==> src/rtl/seven_seg_arbiter.sv <==
// seven_seg_arbiter
//   Shares one four-digit seven-segment display among four 16-bit status
//   sources. Arbitration is round-robin. Each owner keeps the display for a
//   minimum dwell time so that the value on screen can be read. If an owner
//   drops its request, its last value stays frozen on the display.
//
// Parameters
//   DWELL      minimum number of cycles an owner keeps the display (1..65535)
//
// Ports
//   clk        system clock
//   rst_b      asynchronous reset, active low
//   req        level-sensitive request, one bit per source
//   values     source i value in values[16*i +: 16]
//   gnt        one-hot grant, registered; zero when idle
//   ss__owner  index of the current or most recent owner, registered
//   ss__value  value to display, registered; feeds seven_seg_control.ss__value
module seven_seg_arbiter #(
  parameter int unsigned DWELL = 16'd50000
) (
  input  logic        clk,
  input  logic        rst_b,
  input  logic [3:0]  req,
  input  logic [63:0] values,
  output logic [3:0]  gnt,
  output logic [1:0]  ss__owner,
  output logic [15:0] ss__value
);

  typedef enum logic [0:0] {StIdle, StHold} state_e;

  localparam logic [15:0] LastCnt = 16'(DWELL - 1);

  state_e      state_q;
  logic [15:0] cnt_q;
  logic [3:0]  gnt_q;
  logic [1:0]  owner_q;
  logic [15:0] value_q;

  // Round-robin search, starting one past the current owner.
  logic        any_oth;   // some source other than the owner requests
  logic [1:0]  pick_oth;  // first such source in round-robin order
  logic        any_all;   // any source requests, owner included
  logic [1:0]  pick_all;  // first requester, owner considered last
  logic        owner_req;
  logic [15:0] owner_val;
  logic        expired;
  logic        take;      // load a new owner at this edge
  logic [1:0]  pick;
  logic [15:0] pick_val;

  always_comb begin
    any_oth  = 1'b0;
    pick_oth = owner_q;
    // Walk from farthest to nearest so the nearest requester wins.
    for (int k = 3; k >= 1; k--) begin
      if (req[owner_q + 2'(k)]) begin
        any_oth  = 1'b1;
        pick_oth = owner_q + 2'(k);
      end
    end
    owner_req = req[owner_q];
    any_all   = any_oth | owner_req;
    pick_all  = any_oth ? pick_oth : owner_q;
    owner_val = values[{owner_q, 4'b0000} +: 16];
    expired   = (cnt_q == LastCnt);

    // In IDLE the previous owner is eligible; on preemption only the others.
    take = 1'b0;
    pick = pick_oth;
    unique case (state_q)
      StIdle: begin
        take = any_all;
        pick = pick_all;
      end
      StHold: begin
        take = expired & any_oth;
        pick = pick_oth;
      end
      default: begin
        take = 1'b0;
        pick = pick_oth;
      end
    endcase
    pick_val = values[{pick, 4'b0000} +: 16];
  end

  always_ff @(posedge clk or negedge rst_b) begin
    if (!rst_b) begin
      state_q <= StIdle;
      cnt_q   <= '0;
      gnt_q   <= 4'b0000;
      owner_q <= 2'd3;      // makes source 0 the first pick
      value_q <= 16'h0000;
    end else if (take) begin
      state_q <= StHold;
      cnt_q   <= '0;
      gnt_q   <= 4'b0001 << pick;
      owner_q <= pick;
      value_q <= pick_val;
    end else begin
      unique case (state_q)
        StIdle: begin
          // Nobody requests: everything holds, display is not blanked.
        end
        StHold: begin
          // Counter saturates at expiry; a re-raised request never restarts it.
          if (!expired) begin
            cnt_q <= cnt_q + 16'd1;
          end
          if (owner_req) begin
            value_q <= owner_val;
          end else if (expired) begin
            gnt_q   <= 4'b0000;
            state_q <= StIdle;
          end
        end
        default: begin
          state_q <= StIdle;
        end
      endcase
    end
  end

  assign gnt       = gnt_q;
  assign ss__owner = owner_q;
  assign ss__value = value_q;

endmodule

==> config.mk <==
export PLATFORM = sky130hd
export DESIGN_NAME = seven_seg_arbiter
export DESIGN_NICKNAME = d
export VERILOG_FILES = /design/src/rtl/seven_seg_arbiter.sv
export SDC_FILE = /design/constraint.sdc
export NUM_CORES = 1
export LEC_CHECK = 0
export ABC_AREA = 1
export ABC_CLOCK_PERIOD_IN_PS = 5100
export CORE_MARGIN = 2
export CORE_UTILIZATION = 49
export CTS_CLUSTER_SIZE = 28
export DETAILED_ROUTE_END_ITERATION = 16
export PLACE_DENSITY = 0.86
export SYNTH_ARGS = -nofsm -noshare
export SYNTH_HDL_FRONTEND = slang
export SYNTH_SLANG_ARGS = --single-unit
==> constraint.sdc <==
create_clock -name clk -period 5.1 [get_ports clk]
set_clock_uncertainty 0.15 [all_clocks]
set_input_delay 1.02 -clock clk [delete_from_list [all_inputs] [get_ports clk]]
set_output_delay 1.02 -clock clk [all_outputs]
set_load 0.02 [all_outputs]
==> results.cfg <==
[timing]
clock.fmax_ghz = 0.266
min_period_ns = 3.76
slew_viol_final = 0
finalHoldViolations = 0
finalSetupTns_ns = 0
slew_headroom_pct = 23.7
finalSetupViolations = 0
fin_crit_sh_pct = 73.8
worst_hold_slack_ns = 0.338
worst_pin_slew_ns = 1.14
rsz0062_at_grt = no

[layout]
nets = 528
area_growth_pct = 37.0
fill_cells = 426
layout.cells.non_filler = 528
drive_above_1_share_pct = 8.52
utilization_pct = 70.2
antenna_cells = 0

[critical_path]
worstPathArrival_ns = 3.84
critPathMaxFanout = 33
crit_top_cell = nand2_1
crit_chain = clkdlybuf4s50_1, nand2_1, nand2_1, nor2_2, nand3_2, o21ai_1, buf_4, nand2_1, nand2_4, nand2_1, nand3_1, nand3_1, nand2_1
cp-end-kind = flip-flop
start_kind = primary input
worstSetupPathType = primary input to flip-flop
crit_slowest_cell = nand2_1
required_ns = 5.18
cpPeakStageDelay_ns = 0.69

[detailed_routing]
vias = 2890
wl_mm = 7.31
drc = 0
firstDrtPassIters = 7
drt-vias-per-instance = 5.47
ant_nets = 0
drt-initial-drc-count = 189
wl_per_cell_um = 13.8

[floorplan]
std_cell_rows = 26
dieHeight_um = 77.6
core-area_um2 = 5170
dieArea_um2 = 6020
initial_utilization_pct = 51.3
io-pin-count = 92
die_w_um = 77.6

[synth]
synth.area.top_cells = dfrtp_1 35%, nand3_1 22%, nand2_1 15%, inv_1 3.0%, nor2_1 2.1%
synth_cell_type_count = 35
synth_compound_area_share_pct = 6.23
synth-edff-count = 0
synthArstFlopShare_pct = 100
synth_top_cell_area_share_pct = 34.9
synthSimpleGateAreaFrac_pct = 48.6
synth_mux_area_share_pct = 0
avgSynthCellArea_um2 = 7.07
yosysWarnings = 0
syn_area_um2 = 2650
synth_commonest_cells = 115 x nand3_1, 104 x nand2_1, 37 x dfrtp_1
yosys.cell_count.top_type = nand3_1
synth_xor_area_share_pct = 0.330
synth_top_area_cell = dfrtp_1
synth_nets = 446
yosys.area_share.adder_pct = 0.472
ys_seq_elements = 39
syn_inst = 375
synth_top_family_by_area = simple AND/OR/NAND/NOR gates
synth_flop_cell = dfrtp_1
ys_seq_area_share_pct = 36.9

[outcome]
status = finished, final reports clean

[clock_network]
cts_root_buf = clkbuf_8
path_clk_slew_ns = 0.07
cts_buffers = 5
cts_tree = built
cts_setup_buffers = 0
clock_latency_ns = 0.29
clkSinkCount = 39
cts_max_path_buffers = 2
cts.repair.resized = 0
cts_max_level = 2
postCtsHoldBufs = 0

[global_route]
grt_pass1_vias = 2797
met3_usage_pct = 7.91
grt_use_met1_pct = 29.9
use_met2_pct = 43.8
grt_max_degree = 40
grt_pass1_wl_mm = 12.3
busiest_layer = met2
overflow = 0
gr-usage-all-layers_pct = 25.3
antenna_found_initial = 0

[placement]
io_buffer_count = 91
dp_hpwl_mm = 5.41
place_inst = 520
gp_congestion = 0.862

[pwr]
total_power_uw = 667
vdd_drop_max_mv = 0.0785
power_density_nw_per_um2 = 184
p_leak_nw = 1.68

[min_path]
hold_class = flip-flop to flip-flop

[flow_run]
maxCapViolations = 0
==> stage by stage <==
step                      cell area, µm²  setup WS, ns
final                               3630          1.34
after CTS                           3630          1.41
after global placement              3550          1.23
after detailed placement            3550          1.11
after floorplan                     2650          2.64
after global routing                3630          1.10
==> logic make-up (layout without fill, tap and decap cells) <==
kind of cell | after synthesis | in the layout
buffers and inverters | 41 | 124
adder cells (fa/ha/maj) | 1 | 1
XOR/XNOR | 1 | 1
AO/OA/AOI/OAI | 27 | 27
AND/OR/NAND/NOR | 266 | 266
flip-flops | 39 | 39
==> registers in the layout, summed over array words and instances, names as in the netlist <==
register / cells
state_q: 1
ss__value: 16
ss__owner: 2
cnt_q: 16
gnt: 4
==> worst max-delay path: cells and delay by family <==
family / cells / cell delay, ns
and+or+nand+nor: 10 / 1.96
AOI/OAI and AO/OA: 1 / 0.15
buffers and inverters: 2 / 0.70
==> cell type report <==
cell class / count / area (µm²) / share of cell area, %
multi-input combinational: 295 / 1480 / 40.6
timing repair buffer: 92 / 913 / 25.1
inverter: 24 / 92.6 / 2.55
clock buffer: 6 / 72.6 / 2.00
sequential: 39 / 978 / 26.9
clock inverter: 2 / 12.5 / 0.344
tap: 70 / 87.6 / 2.41
==> cells in the final DEF, fill, tap and decap left out, types with 2 or more instances in the layout <==
cell type,Yosys,routed
nand3_1,115,115
nand2_1,104,104
clkdlybuf4s50_1,0,90
dfrtp_1,37,37
inv_1,21,21
nor2_1,15,15
o21ai_0,11,11
a21oi_1,8,8
nand2_2,6,6
nor3_1,6,6
nand3_2,5,5
clkbuf_8,0,5
nor2_2,4,4
inv_2,2,2
nand2_4,2,2
nand4_1,2,2
nor2_4,2,2
nor4_1,2,2
dfstp_2,2,2
==> routing by layer <==
| metal | up-vias | share of wire (%) | routed length, µm |
|---|---|---|---|
| met3 | 12 | 8.1 | 595 |
| met5 | - | 0 | 0 |
| met1 | 1334 | 40 | 2960 |
| li1 | 1433 | - | - |
| met4 | 0 | 1.4 | 105 |
| met2 | 111 | 50 | 3650 |
==> power breakdown <==
part	switching [mW]	internal [mW]
combinational	0.0572	0.0784
clock	0.108	0.0956
sequential	0.00800	0.320
total	0.173	0.494
==> final timing paths <==
kind | start | endpoint | slack [ns] | cells past startpoint
max | req[1] | ss__value[13] | 1.34 | 13
min | ss__value[13] | ss__value[13] | 0.34 | 2
max reg2reg | ss__owner[0] | ss__value[13] | 1.71 | 13
min reg2reg | ss__value[13] | ss__value[13] | 0.34 | 2
max in group asynchronous | rst_b | ss__value[10] | 3.59 | 1
min in group asynchronous | rst_b | cnt_q[5] | 0.68 | 1
Power figures use the tool's default switching activity.
